**src/rtl/iob_uart_rx_fifo_pkg.sv**
```systemverilog
// Shared types and constants for the UART receive FIFO.
package iob_uart_rx_fifo_pkg;

  localparam int unsigned DATA_W = 8;

  typedef enum logic [1:0] {
    IDLE = 2'd0,
    READ = 2'd1,
    GAP  = 2'd2
  } rd_state_e;

endpackage

```
**src/rtl/iob_ram_2p.sv**
```systemverilog
// Two-port RAM: one synchronous write port and one asynchronous read port.
module iob_ram_2p #(
  parameter int unsigned ADDR_W = 4,
  parameter int unsigned DATA_W = 8
) (
  input  logic              clk_i,
  input  logic              w_en_i,
  input  logic [ADDR_W-1:0] w_addr_i,
  input  logic [DATA_W-1:0] w_data_i,
  input  logic [ADDR_W-1:0] r_addr_i,
  output logic [DATA_W-1:0] r_data_o
);

  logic [DATA_W-1:0] mem_q [2**ADDR_W];

  always_ff @(posedge clk_i) begin
    if (w_en_i) begin
      mem_q[w_addr_i] <= w_data_i;
    end
  end

  assign r_data_o = mem_q[r_addr_i];

endmodule

```
**src/rtl/iob_uart_rx_fifo.sv**
```systemverilog
// Drains received bytes from uart_core into a first-word-fall-through FIFO.
// Define IOB_UART_RX_FIFO_LEVEL_EN to add the level_o / afull_o occupancy outputs.
module iob_uart_rx_fifo
  import iob_uart_rx_fifo_pkg::*;
#(
  parameter int unsigned DEPTH_W   = 4,
  parameter int unsigned AFULL_LVL = 12
) (
  input  logic              clk_i,
  input  logic              arst_i,
  input  logic              rst_soft_i,
  input  logic              rx_ready_i,
  input  logic [DATA_W-1:0] rx_data_i,
  output logic              data_read_en_o,
  output logic              m_valid_o,
  output logic [DATA_W-1:0] m_data_o,
  input  logic              m_ready_i,
  output logic              ovf_o,
  input  logic              ovf_clr_i
`ifdef IOB_UART_RX_FIFO_LEVEL_EN
  ,
  output logic [DEPTH_W:0]  level_o,
  output logic              afull_o
`endif
);

  localparam logic [DEPTH_W:0] PtrOne = {{DEPTH_W{1'b0}}, 1'b1};

  rd_state_e        state_q, state_d;
  logic             rd_en_q;
  logic [DEPTH_W:0] wr_ptr_q, wr_ptr_d;
  logic [DEPTH_W:0] rd_ptr_q, rd_ptr_d;
  logic             ovf_q, ovf_d;
  logic             empty, full, push, pop, push_ok, drop;

  // GAP keeps a stale rx_ready from triggering a second read of the same byte.
  always_comb begin
    state_d = state_q;
    unique case (state_q)
      IDLE:    if (rx_ready_i) state_d = READ;
      READ:    state_d = GAP;
      GAP:     state_d = IDLE;
      default: state_d = IDLE;
    endcase
    if (rst_soft_i) state_d = IDLE;
  end

  assign empty = (wr_ptr_q == rd_ptr_q);
  assign full  = (wr_ptr_q[DEPTH_W] != rd_ptr_q[DEPTH_W]) &&
                 (wr_ptr_q[DEPTH_W-1:0] == rd_ptr_q[DEPTH_W-1:0]);
  assign pop   = !empty && m_ready_i;
  assign push  = (state_q == READ);
  // Fullness is judged after a same-cycle pop has freed a slot.
  assign push_ok = push && (!full || pop);
  assign drop    = push && full && !pop;

  always_comb begin
    wr_ptr_d = wr_ptr_q;
    rd_ptr_d = rd_ptr_q;
    ovf_d    = ovf_q;
    if (push_ok) wr_ptr_d = wr_ptr_q + PtrOne;
    if (pop)     rd_ptr_d = rd_ptr_q + PtrOne;
    if (drop) begin
      ovf_d = 1'b1;
    end else if (ovf_clr_i) begin
      ovf_d = 1'b0;
    end
    if (rst_soft_i) begin
      wr_ptr_d = '0;
      rd_ptr_d = '0;
      ovf_d    = 1'b0;
    end
  end

  always_ff @(posedge clk_i or negedge arst_i) begin
    if (!arst_i) begin
      state_q  <= IDLE;
      rd_en_q  <= 1'b0;
      wr_ptr_q <= '0;
      rd_ptr_q <= '0;
      ovf_q    <= 1'b0;
    end else begin
      state_q  <= state_d;
      rd_en_q  <= (state_d == READ);
      wr_ptr_q <= wr_ptr_d;
      rd_ptr_q <= rd_ptr_d;
      ovf_q    <= ovf_d;
    end
  end

  iob_ram_2p #(
    .ADDR_W (DEPTH_W),
    .DATA_W (DATA_W)
  ) u_ram (
    .clk_i    (clk_i),
    .w_en_i   (push_ok && !rst_soft_i),
    .w_addr_i (wr_ptr_q[DEPTH_W-1:0]),
    .w_data_i (rx_data_i),
    .r_addr_i (rd_ptr_q[DEPTH_W-1:0]),
    .r_data_o (m_data_o)
  );

  assign data_read_en_o = rd_en_q;
  assign m_valid_o      = !empty;
  assign ovf_o          = ovf_q;

`ifdef IOB_UART_RX_FIFO_LEVEL_EN
  logic [DEPTH_W:0] level_q, level_d;

  always_comb begin
    level_d = level_q;
    if (rst_soft_i) begin
      level_d = '0;
    end else if (push_ok && !pop) begin
      level_d = level_q + PtrOne;
    end else if (pop && !push_ok) begin
      level_d = level_q - PtrOne;
    end
  end

  always_ff @(posedge clk_i or negedge arst_i) begin
    if (!arst_i) begin
      level_q <= '0;
    end else begin
      level_q <= level_d;
    end
  end

  assign level_o = level_q;
  assign afull_o = (32'(level_q) >= AFULL_LVL);
`endif

endmodule

```
**config.mk**
```make
export PLATFORM = sky130hd
export DESIGN_NAME = iob_uart_rx_fifo
export DESIGN_NICKNAME = d
export VERILOG_FILES = /design/src/rtl/iob_uart_rx_fifo_pkg.sv /design/src/rtl/iob_ram_2p.sv /design/src/rtl/iob_uart_rx_fifo.sv
export SDC_FILE = /design/constraint.sdc
export NUM_CORES = 1
export LEC_CHECK = 0
export BUFFER_PORTS_ARGS = -buffer_cell sky130_fd_sc_hd__buf_2
export CORE_MARGIN = 2
export CORE_UTILIZATION = 30
export CTS_BUF_LIST = sky130_fd_sc_hd__clkbuf_4 sky130_fd_sc_hd__clkbuf_8
export DETAILED_ROUTE_END_ITERATION = 6
export PLACE_DENSITY = 0.55
export SYNTH_ARGS = -nofsm -noshare
export SYNTH_HDL_FRONTEND = slang
export SYNTH_SLANG_ARGS = --single-unit
```
**constraint.sdc**
```tcl
create_clock -name clk_i -period 5.7 [get_ports clk_i]
set_input_delay 1.14 -clock clk_i [delete_from_list [all_inputs] [get_ports clk_i]]
set_output_delay 1.14 -clock clk_i [all_outputs]
set_load 0.02 [all_outputs]
```
# [Word-level counts from Yosys, hierarchy flattened]
# Memories as Yosys holds them, arrays and structs flattened.
# Cells that the tools add are included.
[op_classes] add_sub_neg=2 n_mul=0 div=0 order_cmp=0 n_eq_ne=5 shift=0 mux=12 bitwise_logic=0 n_reduce_logical=15
[ops] op="$mux 5" n=4
[ops] op="$add 5x1->5 const B" n=2
[ops] op="$logic_and 1x1->1" n=6
[ops] op="$eq 5x5->1" n=1
[ops] op="$mux 1" n=5
[ops] op="$eq 2x1->1 const B" n=2
[ops] op="$eq 4x4->1" n=1
[ops] op="$logic_not 1->1" n=4
[ops] op="$mux 2" n=2
[ops] op="$pmux 2 s2" n=1
[ops] op="$reduce_bool 2->1" n=2
[ops] op="$reduce_bool 3->1" n=1
[ops] op="$logic_not 2->1" n=1
[ops] op="$logic_or 1x1->1" n=1
[ops] op="$ne 1x1->1" n=1
[word_totals] register_bits=14 latch_bits=0 mem_bits_rw=128 rom_bits=0 inputBits=14 elab_cells=40 mem_count=1
[memory_table] memory="u_ram.mem_q" depth=16 width=8 read_ports=1 rd_ports_with_merged_regs=0 write_ports=1 line="iob_ram_2p.sv:14" source="logic [DATA_W-1:0] mem_q [2**ADDR_W];"

# [Longest topological paths before layout]
# Gate-level depths: netlist of the first run.
[depth] word_depth=8 mapped_depth=6

# [Cells and area by module]
# A second synthesis of the first run with hierarchy kept.
[unflattened] hier_cells=303 hier_area_um2=5856.9
[by_module_without_submodules] module="iob_ram_2p" instances=1 cells_each=221 area_each_um2=4987.3
[by_module_without_submodules] module="iob_uart_rx_fifo" instances=1 cells_each=82 area_each_um2=869.6

# [Worst setup path after synthesis of the first run]
# No wires, ideal clock.
[synth_path] kind="reg2out" from="register rd_ptr_q[0]" to="output port m_data_o[6]" t_arrival_ns=1.720 t_required_ns=4.560 path_slack_ns=2.840 stages_incl_launch_ff=5 path_buffers=2 cell_sequence="dfrtp_1 buf_6 buf_6 mux4_1 mux4_2"
[synth_between] elab_chain_cells=1
[synth_lines] element="start: declaration" line="iob_uart_rx_fifo.sv:32" source="logic [DEPTH_W:0] rd_ptr_q, rd_ptr_d;"
[synth_lines] element="start signal: assignment" line="iob_uart_rx_fifo.sv:86" source="rd_ptr_q <= rd_ptr_d;"
[synth_lines] element="$mem_v2 16x8"
[synth_lines] element="end: declaration" line="iob_uart_rx_fifo.sv:16" source="output logic [DATA_W-1:0] m_data_o,"
# Every way passes these cells.

# [Worst setup path after layout of the first run]
[layout_path] from="register rd_ptr_q[1]" to="output port m_data_o[6]"
# Same word-level chain as after synthesis.

==> run metrics, run 1 <==
Avg Cell Area, Syn 20.11 um2; DRC marker count from the first detailed-route iteration 283; WHS slightly below 0.5 ns; post-synthesis sequential area ratio 71.17%; Post-CTS Resized 0; setup TNS 0 ns; TritonCTS clock tree yes; Syn Nets 312; Die Y-Extent 144.2 um; slowest cell delay on critical path 1.11 ns; Hold Vio Cnt, Final 0; Tcrit/Tclk final 70.65%; Routed Antenna Nets 0; commonest non-fill, non-tap cell in the layout edfxtp_1; CP dominant cell by count mux4_2; 1st-pass router iterations 4; Crit Path Max Fanout 26; Vias 2868; Worst Path Arrival 2.89 ns; final instance area 0.006679 mm2; # setup viols final 0; FF-to-FF Start rd_ptr_q[1]; CTS H-tree depth 4; Area Overhead vs Synth 13.33%; Top-Level Pins 25; row cnt 51; worst hold-check path type register to register; Crit-path slowest cell dfrtp_1; later-pin clock latency in the skew report 0.43 ns; synthesized flop and latch total 142; Setup Fix Bufs, Post-CTS 0; dpl cell area 0.006272 mm2; die area 0.02078 mm2; CP Data Required Time 4.56 ns; first-pass GRT wire length ~18 mm; clk root buf clkbuf_8; layout cells sized above 1 about 25%; largest cells by area after synthesis edfxtp_1, mux4_1, dfrtp_1, mux4_2, nor2_1; Pleak 2.149 nW; Detail Placement HPWL 7.461 mm; hold buffer count at CTS 0; Yosys top cell by area edfxtp_1; Placer Congestion 0.7714; area of the mapped netlist between 0.005 and 0.006 mm2; GR Overflow Total 0; NumNets Final 340; Starting Density between 30% and 40%; clock tree buffer depth 2; Port Buffers 24; crit path launch rd_ptr_q[1]; Setup Skew 0.009965 ns; count of pins over their slew limit 0; Core ar. around 0.019 mm2; CTS sink cnt 142; GRT Overall Usage between 10% and 20%; CP Class register to output pin; maxcap violations 0; cell-by-cell listing of the critical path buf_4 -> mux4_2 -> mux4_2 -> buf_2; Hold Path Origin state_q[1]; most frequent cells in the layout edfxtp_1, mux4_1, buf_2, nor2_1, clkbuf_8; synth warn 0; Cell Pwr Density around 320 mW/mm2; unrepaired setup endpoints after global routing no; initial antenna violation count 2; Least-Margin Pin Slew 1.282 ns; fmax 248.3 MHz; VDD IR max between 0.0001 and 0.00015 V; Critical Path Source Type register; number of global-route vias before repair 2874; post-synthesis cell type count 34; DR vias/cell 4.772; DRC errors left 0; largest net degree at the start of global routing 38; slew margin rel. 14.20%; CTS clk-pin slew, worst paths 0.08 ns; DRT Wirelength 12.33 mm; area share of the largest cell type after synthesis around 65%; Avg WL per Cell 20.52 um; run status finished, final reports clean; CTS Buf Count 17; total power roughly 2.1 mW; cell count after synthesis 293; FILL cells 1846; CP Capture Type output pin; DIE WIDTH ~140 um; Final min period 4.027 ns
-- flip-flops by register name, summed over array words and instances (netlist names) --
signal,count
u_ram.mem_q,128
wr_ptr_q,5
rd_ptr_q,5
state_q,2
ovf_o,1
data_read_en_o,1
-- layer usage --
layer	global-route usage, %	wire length [um]
met1	16.13	5234
met2	21.00	6232
met3	3.742	669
met4	4.139	195
met5	0	0
-- critical path, delay by kind of cell (launching register included) --
| family | cells | cell delay, ns |
|---|---|---|
| flip-flops | 1 | 1.11 |
| buffers and inverters | 2 | 0.52 |
| multiplexers | 2 | 0.82 |
-- through the flow --
step	cells	worst slack, ns	util, %
floorplan	293	2.840	-
global placement	567	2.094	32.33
detailed placement	567	2.042	32.33
CTS	599	1.551	34.40
global route	599	1.481	34.40
finish	601	1.673	34.43
-- final timing paths --
path                                      endpoint  slack (ns)  cells past startpoint
worst max register to register  u_ram.mem_q[15][7]        2.47                      4
worst min register to register          state_q[0]        0.48                      1
max in group asynchronous              rd_ptr_q[0]        4.82                      1
worst min-delay path                    state_q[0]        0.48                      1
worst max-delay path                   m_data_o[6]        1.67                      4
min in group asynchronous               state_q[0]        0.60                      1
-- final cells by class --
| class | count | area (um2) | area share [%] |
|---|---|---|---|
| tap | 265 | 331.6 | 4.964 |
| inverter | 5 | 18.77 | 0.2810 |
| clock inverter | 14 | 160.2 | 2.398 |
| sequential | 142 | 4195 | 62.81 |
| multi-input combinational | 130 | 1599 | 23.94 |
| antenna | 2 | 5.005 | 0.07493 |
| clock buffer | 18 | 241.5 | 3.616 |
| timing repair buffer | 25 | 127.6 | 1.911 |
-- Yosys cell counts (all sizes together) --
cell type / number
a211o: 1
a21boi: 1
a21oi: 5
a32oi: 1
and4: 2
buf: 8
clkbuf: 8
dfrtp: 14
edfxtp: 128
ha: 5
inv: 5
mux2: 6
mux2i: 1
mux4: 40
nand2: 7
nand2b: 2
nand3: 3
nand4: 4
nor2: 22
nor2b: 7
nor3: 4
nor4: 1
nor4b: 2
o2111ai: 1
o211ai: 4
o21ai: 3
o311ai: 1
o31ai: 1
or2: 1
xnor2: 5
-- cell families after synthesis --
logic type | Yosys count | share of synthesized area (%)
muxes | 47 | 18.32
adders and majority gates | 5 | 1.062
xor gates and xnor gates | 5 | 0.7431
DFF | 142 | 71.17
AOI/OAI and AO/OA | 18 | 2.038
buffers and inverters | 21 | 2.038
and+or+nand+nor | 55 | 4.629
-- power breakdown --
group          internal [mW]  leakage (nW)  switching, mW  total [mW]
combinational         0.0742         0.612         0.0679       0.142
clock                  0.401         0.195          0.398       0.799
sequential              1.14          1.34         0.0275        1.17
total                   1.61          2.15          0.494        2.11
Power figures use the tool's default switching activity.
==> run 2, diff against run 1 <==
==> constraint.sdc (replaced) <==
create_clock -name clk_i -period 4.1 [get_ports clk_i]
set_input_delay 0.82 -clock clk_i [delete_from_list [all_inputs] [get_ports clk_i]]
set_output_delay 0.82 -clock clk_i [all_outputs]
set_load 0.02 [all_outputs]
==> run metrics, run 2 (same netlist as run 1, synthesis figures left out) <==
layout cells sized above 1 24.49%; combinational cell fraction of total power 8.2%; CTS H-tree depth 4; number of flip-flops in the largest register 128; Post-CTS Resized 0; Core ar. 0.01940 mm2; row cnt 51; commonest non-fill, non-tap cell in the layout edfxtp_1; Vias 2864; Final min period between 3 and 4 ns; unrepaired setup endpoints after global routing no; clock tree buffer depth 2; largest reg by FF count u_ram.mem_q; Area Overhead vs Synth 13.59%; Least-Margin Pin Slew 1.053 ns; Sw Share 23.64%; VDD IR max 0.0002034 V; maxcap violations 0; DRC marker count from the first detailed-route iteration 192; first-pass GRT wire length around 18 mm; GRT Overall Usage 12.16%; initial antenna violation count 0; Starting Density 30.38%; Crit-path slowest cell dfrtp_2; TritonCTS clock tree yes; Tcrit/Tclk final 82.89%; worst hold-check path type input pin to asynchronous set/reset pin; GR Overflow Total 0; Setup Fix Bufs, Post-CTS 0; Die Y-Extent 144.2 um; CTS sink cnt 142; switching power ~670 uW; # setup viols final 0; fmax 294.2 MHz; DRT Wirelength 11.80 mm; DIE WIDTH 144.2 um; slew margin rel. 29.53%; most frequent cells in the layout edfxtp_1, mux4_1, buf_2, nor2_1, clkbuf_8; CTS clk-pin slew, worst paths 0.08 ns; internal power 2.178 mW; DRC errors left 0; CTS Buf Count 17; largest net degree at the start of global routing 37; 1st-pass router iterations 4; clock power share 35.8%; clk root buf clkbuf_8; die area 0.02078 mm2; Crit Path Max Fanout 24; Largest regs u_ram.mem_q x128, rd_ptr_q x5, wr_ptr_q x5; slowest cell delay on critical path between 0.6 and 0.7 ns; Setup Skew between 0.007 and 0.008 ns; NumNets Final 349; setup TNS 0 ns; Pleak 2.163 nW; Top-Level Pins 25; CP Data Required Time ~3.3 ns; later-pin clock latency in the skew report 0.43 ns; Hold Vio Cnt, Final 0; Cell Pwr Density ~430 mW/mm2; Critical Path Source Type register; number of global-route vias before repair 2899; Avg WL per Cell 19.40 um; CP Capture Type output pin; run status finished, final reports clean; Routed Antenna Nets 0; reg-to-reg slack, setup 1.35 ns; DR vias/cell 4.711; Sequential Power Share ~56%; # diodes 0; count of pins over their slew limit 0; CP Class register to output pin; Port Buffers 24; total power 2.853 mW; cell-by-cell listing of the critical path buf_12 -> mux4_1 -> mux4_2 -> buf_2; Detail Placement HPWL 7.513 mm; Worst Path Arrival 2.58 ns; Placer Congestion approximately 0.76; hold buffer count at CTS 0
[run 2: changes by cell type in the layout (fill, tap and decap cells not counted), sizes merged]
cell    change
buf         +9
diode       -2
bufinv      -1
inv         -1
clkinv      +2
[run 2: worst paths after layout]
path,start,endpoint,cells past startpoint
min in group clk_i,state_q[1],data_read_en_o,1
setup / recovery,rd_ptr_q[0],m_data_o[6],4
max in group asynchronous,arst_i,rd_ptr_q[0],1
hold reg to reg,state_q[1],data_read_en_o,1
setup reg to reg,rd_ptr_q[3],u_ram.mem_q[6][2],4
hold / removal,arst_i,wr_ptr_q[4],1
[run 2: cell type report]
type                    count  area (um2)
clock buffers              18       241.5
clock inverters            14       120.1
fillers                  1857       12700
inverters                   5       18.77
multi-input cells         130        1579
flip-flops and latches    142        4195
well taps                 265       331.6
repair buffers             34       207.7
[run 2: power groups by stage]
stage          sequential (mW)  clock [mW]  combinational, mW
2_1_floorplan             1.62           0              0.180
3_3_place_gp              1.63           0              0.233
3_5_place_dp              1.63           0              0.236
4_1_cts                   1.60        1.04              0.237
5_1_grt                   1.60        1.10              0.251
6_report                  1.60        1.02              0.233
[run 2: layer usage]
layer / share of wire, % / GRT usage [%]
met1: 45 / 16.30
met2: 49 / 19.45
met3: 3.7 / 2.914
met4: 1.6 / 4.343
met5: 0 / 0
[run 2: worst max-delay path: cells and delay by family (launching register included)]
kind / cells / cell delay [ns]
DFF: 1 / 0.61
muxes: 2 / 1.09
buffers and inverters: 2 / 0.44
[run 2: through the flow]
stage	setup WS (ns)	area, um2	hold WS, ns	utilization, %	instances
after floorplan	1.560	5893	0.4498	-	293
after global placement	1.146	6332	0.4614	32.64	576
after detailed placement	1.123	6332	0.4731	32.64	576
after CTS	0.6388	6694	0.2652	34.51	608
after global routing	0.6191	6694	0.2753	34.51	608
final	0.7013	6694	0.2713	34.51	608
==> run 3, diff against run 2 <==
--- a/config.mk
+++ b/config.mk
@@ -10,7 +10,7 @@
 export CORE_UTILIZATION = 30
 export CTS_BUF_LIST = sky130_fd_sc_hd__clkbuf_4 sky130_fd_sc_hd__clkbuf_8
 export DETAILED_ROUTE_END_ITERATION = 6
-export PLACE_DENSITY = 0.55
+export PLACE_DENSITY = 0.56
 export SYNTH_ARGS = -nofsm -noshare
 export SYNTH_HDL_FRONTEND = slang
 export SYNTH_SLANG_ARGS = --single-unit
==> constraint.sdc (replaced) <==
create_clock -name clk_i -period 2.9 [get_ports clk_i]
set_input_delay 0.58 -clock clk_i [delete_from_list [all_inputs] [get_ports clk_i]]
set_output_delay 0.58 -clock clk_i [all_outputs]
set_load 0.02 [all_outputs]
==> run metrics, run 3 (same netlist as run 1, synthesis figures left out) <==
run status finished, final reports clean; Port Buffers 24; Cell Pwr Density 622.3 mW/mm2; Hold Vio Cnt, Final 0; DIE WIDTH ~140 um; CP Data Required Time 2.32 ns; later-pin clock latency in the skew report 0.43 ns; FF-to-FF Start rd_ptr_q[0]; slew margin rel. 21.15%; CP Class register to output pin; TritonCTS clock tree yes; Avg WL per Cell 19.73 um; CTS clk-pin slew, worst paths 0.08 ns; CTS sink cnt 142; first-pass GRT wire length 18.52 mm; die area 0.02078 mm2; worst hold-check path type input pin to asynchronous set/reset pin; initial antenna violation count 2; clk root buf clkbuf_8; Setup Skew 0.007626 ns; crit path launch rd_ptr_q[0]; largest reg by FF count u_ram.mem_q; count of pins over their slew limit 0; reg-to-reg slack, setup 0.34 ns; Final min period 2.874 ns; largest net degree at the start of global routing 33; 1st-pass router iterations 4; Tcrit/Tclk final between 90% and 100%; Starting Density 30.38%; Least-Margin Pin Slew 1.178 ns; Worst Path Arrival 2.29 ns; Largest regs u_ram.mem_q x128, rd_ptr_q x5, wr_ptr_q x5; number of flip-flops in the largest register 128; clock tree buffer depth 2; DR vias/cell 4.599; Top-Level Pins 25; unrepaired setup endpoints after global routing yes; layout cells sized above 1 32.96%; # setup viols final 0; DRT Wirelength 12.25 mm; fmax 348.0 MHz; GR Overflow Total 0; Crit Path Max Fanout 7; CTS Buf Count 17; Die Y-Extent 144.2 um; maxcap violations 0; Placer Congestion about 0.74; Area Overhead vs Synth 17.24%; number of global-route vias before repair 2973; Core ar. 0.01940 mm2; DRC errors left 0; row cnt 51; DRC marker count from the first detailed-route iteration 253; commonest non-fill, non-tap cell in the layout edfxtp_1; WHS ~0.029 ns; GRT Overall Usage approximately an eighth; worst r2r dst u_ram.mem_q[15][0]; most frequent cells in the layout edfxtp_1, mux4_2, nor2_1, clkbuf_8, buf_2; CTS H-tree depth 4; Pleak 2.224 nW; VDD IR max 0.0002876 V; CP Capture Type output pin; Routed Antenna Nets 0; Reg2Reg Depth 6; Vias 2856; Critical Path Source Type register; worst setup path end m_data_o[2]; FILL cells approximately 1.8k; setup TNS 0 ns; Detail Placement HPWL 7.644 mm; NumNets Final 362
-- run 3: layout make-up --
class                      instances  area [um2]  area share, %
inverter                           5       18.77         0.2716
multi-input combinational        130        1508          21.82
timing repair buffer              47       450.4          6.519
sequential                       142        4195          60.72
tap                              265       331.6          4.799
clock inverter                    14       168.9          2.445
antenna                            1       2.502        0.03622
clock buffer                      17       234.0          3.386
-- run 3: how the worst min path moves through the flow --
stage | startpoint | slack, ns | endpoint | cells after the start
floorplan | arst_i | 0.28 | data_read_en_o | 0
global placement | state_q[0] | 0.46 | data_read_en_o | 1
detailed placement | state_q[1] | 0.47 | data_read_en_o | 1
CTS | arst_i | 0.01 | ovf_o | 1
global route | arst_i | 0.03 | ovf_o | 1
finish | arst_i | 0.03 | ovf_o | 1
-- run 3: metal layers --
layer  part of all wire (%)  track usage, %
met1                     43           16.49
met2                     49           20.33
met3                    6.6           3.278
met4                    1.3           5.008
met5                   0.11               0
-- run 3: power breakdown --
| part | internal, mW | switching [mW] | total [mW] |
|---|---|---|---|
| clock | 0.846 | 0.737 | 1.58 |
| sequential | 2.24 | 0.00859 | 2.25 |
| combinational | 0.257 | 0.212 | 0.469 |
-- run 3: worst max-delay path, stage by stage (launching register included) --
cell and delay [ns]:
dfrtp_2 0.38, buf_12 0.15, clkbuf_16 0.15, mux4_1 0.55, mux4_2 0.49, buf_6 0.15
-- run 3: per-stage QoR --
stage / power (mW) / area, um2 / utilization (%) / cells / worst slack [ns]
floorplan: 2.547 / 5893 / - / 293 / 0.6003
global placement: 2.658 / 6395 / 32.97 / 581 / 0.2982
detailed placement: 2.665 / 6395 / 32.97 / 581 / 0.2579
CTS: 4.351 / 6922 / 35.68 / 620 / -0.03494
global route: 4.474 / 6907 / 35.60 / 620 / -0.04255
finish: 4.300 / 6909 / 35.62 / 621 / 0.02627
-- run 3: what timing repair did --
item | CTS | global route
setup endpoints to repair | 8 | 8
pin swaps | 0 | 0
gates resized for setup | 30 | 9
buffers inserted | 6 | 0
hold buffers | 0 | 0
gates cloned | 2 | 1
